[src/rtl/gng_romload_pack.sv]
// Packs the HPS byte-wide ROM download into 16-bit little-endian memory words through a
// 2-entry FIFO, and latches the ROM-set header signature that enables the Invulnerable option.
module gng_romload_pack #(
   parameter int unsigned AW = 19
) (
   input  logic          clk,
   input  logic          rst,
   input  logic          ioctl_download,
   input  logic          ioctl_wr,
   input  logic [24:0]   ioctl_addr,
   input  logic [7:0]    ioctl_dout,
   output logic          ioctl_wait,
   output logic          mem_req,
   output logic [AW-2:0] mem_addr,
   output logic [15:0]   mem_data,
   output logic [1:0]    mem_be,
   input  logic          mem_ack,
   output logic          inv_ena,
   output logic          done,
   output logic          overflow
);
   localparam int unsigned EW = (AW - 1) + 16 + 2;

   typedef enum logic [1:0] {StIdle, StLoad, StFlush} state_t;

   state_t        r_state, w_state_d;
   logic          r_dl;
   logic [EW-1:0] r_fifo [2];
   logic [EW-1:0] w_fifo_d [2];
   logic [1:0]    r_cnt, w_cnt_d;
   logic          r_pend_v, w_pend_v_d;
   logic [EW-1:0] r_pend, w_pend_d;
   logic          r_part_v, w_part_v_d;
   logic [AW-2:0] r_part_a, w_part_a_d;
   logic [7:0]    r_part_d, w_part_d_d;
   logic [3:0]    r_hdr, w_hdr_d;
   logic          r_inv, w_inv_d;
   logic          r_ovf, w_ovf_d;

   logic          w_pop, w_oob, w_match;
   logic [AW-2:0] w_waddr;
   logic [7:0]    w_sig;
   logic [1:0]    w_nnew, w_nlist, w_cnt1, w_room, w_take;
   logic [EW-1:0] w_new0, w_new1, w_l0, w_l1, w_part_ent;

   assign mem_req                      = (r_cnt != 2'd0);
   assign {mem_addr, mem_data, mem_be} = r_fifo[0];
   // A pending second push holds the HPS off just like a full FIFO.
   assign ioctl_wait                   = (r_cnt == 2'd2) | r_pend_v;
   assign inv_ena                      = r_inv;
   assign overflow                     = r_ovf;

   assign w_pop      = mem_req & mem_ack;
   assign w_oob      = |ioctl_addr[24:AW];
   assign w_waddr    = ioctl_addr[AW-1:1];
   assign w_match    = r_part_v && (r_part_a == w_waddr);
   assign w_part_ent = {r_part_a, 8'h00, r_part_d, 2'b01};

   always_comb begin
      case (ioctl_addr[1:0])
         2'd0:    w_sig = 8'h10;
         2'd1:    w_sig = 8'h83;
         2'd2:    w_sig = 8'h00;
         default: w_sig = 8'h80;
      endcase
   end

   always_comb begin
      w_state_d  = r_state;
      done       = 1'b0;
      w_nnew     = 2'd0;
      w_new0     = '0;
      w_new1     = '0;
      w_part_v_d = r_part_v;
      w_part_a_d = r_part_a;
      w_part_d_d = r_part_d;
      w_hdr_d    = r_hdr;
      w_inv_d    = r_inv;
      w_ovf_d    = r_ovf;
      unique case (r_state)
         StIdle: begin
            if (ioctl_download && !r_dl) begin
               w_state_d = StLoad;
               w_hdr_d   = '0;
               w_ovf_d   = 1'b0;
            end
         end
         StLoad: begin
            if (!ioctl_download) begin
               w_state_d = StFlush;
               w_inv_d   = &r_hdr;
            end else if (ioctl_wr) begin
               if (w_oob || ioctl_wait) begin
                  w_ovf_d = 1'b1;
               end else begin
                  if (ioctl_addr[AW-1:2] == '0 && ioctl_dout == w_sig) begin
                     w_hdr_d[ioctl_addr[1:0]] = 1'b1;
                  end
                  w_part_v_d = 1'b0;
                  if (!ioctl_addr[0]) begin
                     w_part_v_d = 1'b1;
                     w_part_a_d = w_waddr;
                     w_part_d_d = ioctl_dout;
                     if (r_part_v) begin
                        w_nnew = 2'd1;
                        w_new0 = w_part_ent;
                     end
                  end else if (w_match) begin
                     w_nnew = 2'd1;
                     w_new0 = {w_waddr, ioctl_dout, r_part_d, 2'b11};
                  end else if (r_part_v) begin
                     w_nnew = 2'd2;
                     w_new0 = w_part_ent;
                     w_new1 = {w_waddr, ioctl_dout, 8'h00, 2'b10};
                  end else begin
                     w_nnew = 2'd1;
                     w_new0 = {w_waddr, ioctl_dout, 8'h00, 2'b10};
                  end
               end
            end
         end
         StFlush: begin
            if (r_part_v) begin
               w_nnew     = 2'd1;
               w_new0     = w_part_ent;
               w_part_v_d = 1'b0;
            end else if (r_cnt == 2'd0 && !r_pend_v) begin
               w_state_d = StIdle;
               done      = 1'b1;
            end
         end
         default: w_state_d = StIdle;
      endcase
   end

   // Pending entry goes first; whatever does not fit after this cycle's pop waits in r_pend.
   always_comb begin
      w_l0        = r_pend_v ? r_pend : w_new0;
      w_l1        = r_pend_v ? w_new0 : w_new1;
      w_nlist     = w_nnew + {1'b0, r_pend_v};
      w_cnt1      = r_cnt - {1'b0, w_pop};
      w_room      = 2'd2 - w_cnt1;
      w_take      = (w_nlist < w_room) ? w_nlist : w_room;
      w_fifo_d[0] = w_pop ? r_fifo[1] : r_fifo[0];
      w_fifo_d[1] = r_fifo[1];
      if (w_cnt1 == 2'd0) begin
         if (w_take != 2'd0) w_fifo_d[0] = w_l0;
         if (w_take == 2'd2) w_fifo_d[1] = w_l1;
      end else if (w_cnt1 == 2'd1 && w_take != 2'd0) begin
         w_fifo_d[1] = w_l0;
      end
      w_cnt_d    = w_cnt1 + w_take;
      w_pend_v_d = (w_nlist > w_take);
      w_pend_d   = (w_take == 2'd0) ? w_l0 : w_l1;
   end

   always_ff @(posedge clk or posedge rst) begin
      if (rst) begin
         r_state   <= StIdle;
         r_dl      <= 1'b0;
         r_fifo[0] <= '0;
         r_fifo[1] <= '0;
         r_cnt     <= 2'd0;
         r_pend_v  <= 1'b0;
         r_pend    <= '0;
         r_part_v  <= 1'b0;
         r_part_a  <= '0;
         r_part_d  <= 8'h00;
         r_hdr     <= 4'h0;
         r_inv     <= 1'b0;
         r_ovf     <= 1'b0;
      end else begin
         r_state   <= w_state_d;
         r_dl      <= ioctl_download;
         r_fifo[0] <= w_fifo_d[0];
         r_fifo[1] <= w_fifo_d[1];
         r_cnt     <= w_cnt_d;
         r_pend_v  <= w_pend_v_d;
         r_pend    <= w_pend_d;
         r_part_v  <= w_part_v_d;
         r_part_a  <= w_part_a_d;
         r_part_d  <= w_part_d_d;
         r_hdr     <= w_hdr_d;
         r_inv     <= w_inv_d;
         r_ovf     <= w_ovf_d;
      end
   end

endmodule

[config.mk]
export PLATFORM = sky130hd
export DESIGN_NAME = gng_romload_pack
export DESIGN_NICKNAME = d
export VERILOG_FILES = /design/src/rtl/gng_romload_pack.sv
export SDC_FILE = /design/constraint.sdc
export NUM_CORES = 1
export LEC_CHECK = 0
export ABC_AREA = 1
export CORE_MARGIN = 2
export CORE_UTILIZATION = 59
export DETAILED_ROUTE_END_ITERATION = 12
export PLACE_DENSITY = 0.81
export SYNTH_ARGS = -nofsm -noshare
export SYNTH_HDL_FRONTEND = slang
export SYNTH_SLANG_ARGS = --single-unit
[constraint.sdc]
create_clock -name clk -period 6.3 [get_ports clk]
set_input_delay 1.26 -clock clk [delete_from_list [all_inputs] [get_ports clk]]
set_output_delay 1.26 -clock clk [all_outputs]
set_load 0.1 [all_outputs]
==> results.sh, run 1 <==
export IMPL_max_slew_margin_rel_pct=32.6
export IMPL_yosysWarnings=0
export IMPL_num_rows=45
export IMPL_ir_worst_vdd_mv=0.329
export IMPL_mappedNetlistNets=1367
export IMPL_drtPass1Iterations=6
export IMPL_timing_final_crit_share_pct=80.1
export IMPL_grt_overflow_total=0
export IMPL_synth_edff_count=0
export IMPL_yosys_top_cells_count="531 x nand2_1, 147 x dfrtp_1, 119 x nand3_1, 61 x inv_1, 59 x o21ai_0"
export IMPL_outcome="finished clean"
export IMPL_synthToLayoutAreaGrowth_pct=12.0
export IMPL_drc=0
export IMPL_fin_crit_ns=5.04
export IMPL_drt_iter0_drc=1128
export IMPL_slew_viol_final=0
export IMPL_cts_setup_buffers=0
export IMPL_cts_sinks=147
export IMPL_netlist_cell_type_count=38
export IMPL_die_h_um=129
export IMPL_cts_hold_buf=0
export IMPL_total_leakage_power_nw=5.18
export IMPL_maxCapViolations=0
export IMPL_io_pins=79
export IMPL_end_kind="flop"
export IMPL_final_cells=1540
export IMPL_grt_total_usage_pct=32.2
export IMPL_cp_required_ns=6.66
export IMPL_clkTransAtPathRegs_ns=0.06
export IMPL_totalNegativeSetupSlack_ns=0
export IMPL_rsz0062_at_grt="false"
export IMPL_postRouteWirelength_mm=25.4
export IMPL_fin_skew_ns=0.00788
export IMPL_total_power_mw=5.16
export IMPL_async_flop_share_pct=100
export IMPL_critPathSlowestCell="inv_2"
export IMPL_arrival_ns=5.40
export IMPL_placed_cells=1508
export IMPL_setup_viol=0
export IMPL_crit_fanout=30
export IMPL_ys_seq_area_share_pct=39.9
export IMPL_multiInputGateArea_um2=4580
export IMPL_dp_hpwl_mm=16.4
export IMPL_clock_fmax_mhz=198
export IMPL_cts_buffer_depth=2
export IMPL_synth_top_cells_by_area="dfrtp_1 40%, nand2_1 22%, nand3_1 6.5%, nand4_1 3.4%, buf_4 3.3%"
export IMPL_place_congestion=0.940
export IMPL_antenna_found_initial=0
export IMPL_vias=8972
export IMPL_wl_per_cell_um=16.5
export IMPL_setup_ws_ns=1.26
export IMPL_fin_hold_ws_ns=0.483
export IMPL_hold_viol=0
export IMPL_crit_path_max_incr_delay_ns=0.58
export IMPL_htreeDepth=4
export IMPL_ant_nets=0
export IMPL_syn_cell_area_um2=9220
export IMPL_nFillCells=1301
export IMPL_r2r_cells=23
export IMPL_path_class="in -> reg"
export IMPL_cts_tree="done"
export IMPL_grt_max_degree=102
export IMPL_drive_above_1_share_pct=8.80
export IMPL_register_area_um2=3680
export IMPL_place_ws_ns=0.908
export IMPL_die_w_um=129
export IMPL_tightest_slew_ns=1.01
export IMPL_cts_root_buf="clkbuf_16"
export IMPL_viasPerCell=5.83
export IMPL_whs_path_depth=2
export IMPL_grt_pass1_wl_mm=42.2
export IMPL_cts_resized=0
export IMPL_io_buffers=78
export IMPL_yosysTopAreaCellShare_pct=39.9
export IMPL_cp_start_kind="input pin"
export IMPL_initial_utilization_pct=60.4
export IMPL_synth_top_cell_by_area="dfrtp_1"
export IMPL_min_path_type="reg -> reg"
export IMPL_power_density_nw_per_um2=500
export IMPL_grt_pass1_vias=8550
export IMPL_core_area_um2=15300
export IMPL_yosysMostFrequentCell="nand2_1"
export IMPL_ys_ff_latch=147
export IMPL_avgSynthCellArea_um2=7.00
export IMPL_fin_nets=1366
export IMPL_insertedDiodeCount=0
export IMPL_cpMostUsedCell="nand2_1"
export IMPL_clock_latency_ns=0.44
export IMPL_syn_inst=1317
export IMPL_die_area_um2=16600
export IMPL_ys_flop_type="dfrtp_1"
export IMPL_cts_buffers=17
==> kinds of logic after synthesis <==
group,synth area share [%]
buffers and inverters,10.4
XOR/XNOR,0.190
AO/OA/AOI/OAI,9.09
adder cells (fa/ha/maj),1.63
flip-flops,39.9
AND/OR/NAND/NOR,37.9
multiplexers,0.841
==> sequential cells by signal, summed over array words and instances, names as in the netlist, 2 cells and up <==
name,cells
r_fifo,36
r_pend,36
mem_addr,18
r_part_a,18
mem_data,16
r_part_d,8
r_hdr,4
mem_be,2
r_cnt,2
r_state,2
==> final timing paths <==
check | from | to | slack (ns)
worst max-delay path | ioctl_addr[17] | r_fifo[0]$_DFFE_PP0P_ | 1.26
worst min-delay path | r_fifo[11]$_DFFE_PP0P_ | r_fifo[11]$_DFFE_PP0P_ | 0.48
worst max register to register | r_state[1]$_DFFE_PP0P_ | r_fifo[0]$_DFFE_PP0P_ | 2.03
worst min register to register | r_fifo[11]$_DFFE_PP0P_ | r_fifo[11]$_DFFE_PP0P_ | 0.48
max in group asynchronous | rst | r_pend_v$_DFF_PP0_ | 3.70
min in group asynchronous | rst | mem_data[2]$_DFF_PP0_ | 1.39
==> where the power goes <==
group	switching (mW)	internal (mW)
combinational	2.07	0.766
sequential	0.127	1.23
clock	0.421	0.544
total	2.62	2.54
==> layout make-up <==
| type | instances | area share (%) |
|---|---|---|
| timing repair buffer | 97 | 9.06 |
| clock buffer | 17 | 4.12 |
| inverter | 81 | 2.99 |
| tap | 211 | 2.56 |
| multi-input combinational | 972 | 44.4 |
| sequential | 147 | 35.6 |
| clock inverter | 15 | 1.28 |
==> through the flow <==
stage          cell area, um2  utilization [%]
2_1_floorplan            9220                -
3_3_place_gp             9770             64.0
3_5_place_dp             9770             64.0
4_1_cts                 10300             67.7
5_1_grt                 10300             67.7
6_report                10300             67.7
==> per-layer routing <==
metal,vias up,routed length [um],global-route usage [%]
met4,0,1200,17.3
met1,4226,10500,41.6
met2,426,11900,51.2
met3,92,1790,6.69
li1,4228,-,-
met5,-,0,0
==> cells in the final DEF, fill, tap and decap left out, types with 5 or more instances in the layout <==
cell	instances
nand3_1	119
a31oi_1	12
nand3_2	12
buf_4	18
a21oi_1	28
nor2_1	56
inv_2	20
clkinv_2	5
nand4_1	50
dfrtp_1	146
nand2_1	531
clkbuf_16	17
inv_1	60
o21ai_1	32
clkdlybuf4s50_1	78
nor2_4	5
o21a_1	16
nand2_2	8
ha_1	12
o21ai_0	59
mux2_2	6
==> worst max-delay path: cells and delay by family <==
kind	cells	cell delay (ns)
adders and majority gates	2	0.41
buffers and inverters	6	1.47
and+or+nand+nor	11	1.37
AOI/OAI and AO/OA	6	0.87
No activity file was read; power rests on OpenSTA's default activity.
==> inputs of run 2 (changes only) <==
--- a/config.mk
+++ b/config.mk
@@ -7,9 +7,9 @@
 export LEC_CHECK = 0
 export ABC_AREA = 1
 export CORE_MARGIN = 2
-export CORE_UTILIZATION = 59
+export CORE_UTILIZATION = 53
 export DETAILED_ROUTE_END_ITERATION = 12
-export PLACE_DENSITY = 0.81
+export PLACE_DENSITY = 0.77
 export SYNTH_ARGS = -nofsm -noshare
 export SYNTH_HDL_FRONTEND = slang
 export SYNTH_SLANG_ARGS = --single-unit
==> constraint.sdc (replaced) <==
create_clock -name clk -period 4.5 [get_ports clk]
set_input_delay 0.9 -clock clk [delete_from_list [all_inputs] [get_ports clk]]
set_output_delay 0.9 -clock clk [all_outputs]
set_load 0.1 [all_outputs]
==> run 2 against run 1 <==
First-iteration DRC count is 9.4% lower. Wire length increased by 0.71%. Design area is 2.6% higher. Combinational power is 42% higher. Clock skew grew 0.00098 ns. Clock power rose by 68%. Non-clock buffer count up 14. Register-to-register slack lost 1.1 ns. Largest power group unchanged.
==> results.sh, run 2 (synthesis gave the netlist of run 1 again) <==
export IMPL_pwr_share_clk_pct=21.4
export IMPL_io_buffers=78
export IMPL_timing_final_crit_share_pct=91.1
export IMPL_dp_hpwl_mm=16.8
export IMPL_ant_nets=0
export IMPL_drt_iter0_drc=1022
export IMPL_cpMostUsedCell="nand2_1"
export IMPL_placed_cell_area_um2=9930
export IMPL_largestRegisters="r_fifo: 36 flops, r_pend: 36 flops"
export IMPL_place_congestion=0.950
export IMPL_slew_viol_final=0
export IMPL_die_h_um=136
export IMPL_drive_above_1_share_pct=9.76
export IMPL_cts_tree="done"
export IMPL_cts_hold_buf=0
export IMPL_multiInputGateArea_um2=4590
export IMPL_cts_setup_buffers=0
export IMPL_critPathBufInv=5
export IMPL_outcome="finished clean"
export IMPL_path_class="in -> reg"
export IMPL_total_leakage_power_nw=5.32
export IMPL_htreeDepth=4
export IMPL_rr_startpoint="r_pend_v$_DFF_PP0_"
export IMPL_cts_sinks=147
export IMPL_min_path_type="reg -> reg"
export IMPL_clock_latency_ns=0.43
export IMPL_maxCapViolations=0
export IMPL_cp_start_kind="input pin"
export IMPL_arrival_ns=4.47
export IMPL_final_common_cell="nand2_1"
export IMPL_placed_cells=1536
export IMPL_grt_total_usage_pct=28.8
export IMPL_wl_per_cell_um=16.3
export IMPL_critPathSlowestCell="clkdlybuf4s50_1"
export IMPL_grt_pass1_wl_mm=41.9
export IMPL_cts_buffers=17
export IMPL_drc=0
export IMPL_totalNegativeSetupSlack_ns=0
export IMPL_viasPerCell=5.69
export IMPL_io_pins=79
export IMPL_fin_nets=1380
export IMPL_drtPass1Iterations=6
export IMPL_path_depth=25
export IMPL_switching_share_pct=48.1
export IMPL_hold_end="r_fifo[35]$_DFFE_PP0P_"
export IMPL_seqPwrFrac_pct=25.1
export IMPL_ff2ff_setup_slack_ns=0.90
export IMPL_grt_overflow_total=0
export IMPL_insertedDiodeCount=0
export IMPL_synthToLayoutAreaGrowth_pct=15.0
export IMPL_initial_utilization_pct=53.7
export IMPL_die_w_um=136
export IMPL_r2r_cells=21
export IMPL_final_cells=1567
export IMPL_hold_start="r_fifo[35]$_DFFE_PP0P_"
export IMPL_grt_max_degree=98
export IMPL_crit_fanout=17
export IMPL_die_area_um2=18500
export IMPL_ir_worst_vdd_mv=0.370
export IMPL_fin_skew_ns=0.00886
export IMPL_cp_startpoint="ioctl_addr[17]"
export IMPL_postRouteWirelength_mm=25.6
export IMPL_end_kind="flop"
export IMPL_antenna_found_initial=1
export IMPL_cts_buffer_depth=2
export IMPL_power_density_nw_per_um2=714
export IMPL_cts_root_buf="clkbuf_16"
export IMPL_most_common_layout_cells="531 x nand2_1, 146 x dfrtp_1, 119 x nand3_1"
export IMPL_core_area_um2=17200
export IMPL_num_rows=48
export IMPL_rsz0062_at_grt="false"
export IMPL_clkTransAtPathRegs_ns=0.06
export IMPL_register_area_um2=3680
export IMPL_whs_path_depth=2
export IMPL_setup_viol=0
export IMPL_max_slew_margin_rel_pct=33.9
export IMPL_combPwrFrac_pct=53.5
export IMPL_nFillCells=1539
export IMPL_fin_area_um2=10600
export IMPL_clock_fmax_mhz=244
export IMPL_hold_viol=0
export IMPL_cts_resized=0
export IMPL_fin_crit_ns=4.10
export IMPL_vias=8924
export IMPL_timing_rr_end="r_fifo[4]$_DFFE_PP0P_"
export IMPL_internal_power_mw=3.93
export IMPL_switchingPower_mw=3.64
export IMPL_crit_path_max_incr_delay_ns=0.58
export IMPL_cp_top_family="simple AND/OR/NAND/NOR gates"
export IMPL_cp_required_ns=4.87
export IMPL_grt_pass1_vias=8557
export IMPL_tightest_slew_ns=0.989
## run 2: layout make-up
| class | count | area share, % |
|---|---|---|
| Clock buffer | 24 | 4.73 |
| Clock inverter | 7 | 1.58 |
| Inverter | 81 | 2.90 |
| Multi-Input combinational cell | 972 | 43.3 |
| Sequential cell | 147 | 34.7 |
| Tap cell | 225 | 2.66 |
| Timing Repair Buffer | 111 | 10.1 |
## run 2: worst register-to-register path, stage by stage (launching register included)
cell and delay (ns):
dfrtp_2 0.41, inv_2 0.37, nand2_4 0.14, nor2_8 0.18, nand3_4 0.12, nand2_1 0.08, o21ai_0 0.08, a21oi_1 0.16
ha_1 0.20, nand4_1 0.13, nand2_1 0.12, inv_1 0.07, ha_1 0.28, a21oi_1 0.07, a21oi_2 0.25, nor2_4 0.08
inv_2 0.09, nand3b_2 0.14, buf_4 0.24, a21oi_1 0.14, o21ai_0 0.10, nand2_1 0.08
## run 2: worst max-delay path by stage
stage                                   to
floorplan           mem_data[12]$_DFF_PP0_
global placement     r_fifo[3]$_DFFE_PP0P_
detailed placement   r_fifo[3]$_DFFE_PP0P_
CTS                  r_fifo[4]$_DFFE_PP0P_
global route         r_fifo[9]$_DFFE_PP0P_
finish               r_fifo[4]$_DFFE_PP0P_
## run 2: routing by layer
layer	global-route usage, %	vias to the layer above	share of wire (%)
li1	-	4259	-
met4	12.6	2	3.8
met2	47.8	409	48
met3	4.88	79	7.9
met1	37.1	4175	41
met5	0	-	0.047
## run 2: power groups by stage
stage	sequential (mW)	clock, mW	combinational (mW)
after floorplan	1.91	0	3.22
after global placement	1.91	0	3.92
after detailed placement	1.92	0	3.99
after CTS	1.90	1.62	4.02
after global routing	1.94	1.68	4.38
final	1.90	1.62	4.04
## run 2: through the flow
step	hold slack, ns	total power, mW	setup WS (ns)	utilization, %
floorplan	0.449	5.13	0.625	-
detailed placement	0.467	5.91	0.00473	57.8
finish	0.481	7.57	0.400	61.7
CTS	0.482	7.55	0.437	61.7
global placement	0.464	5.83	0.208	57.8
global route	0.496	8.00	0.0349	61.7
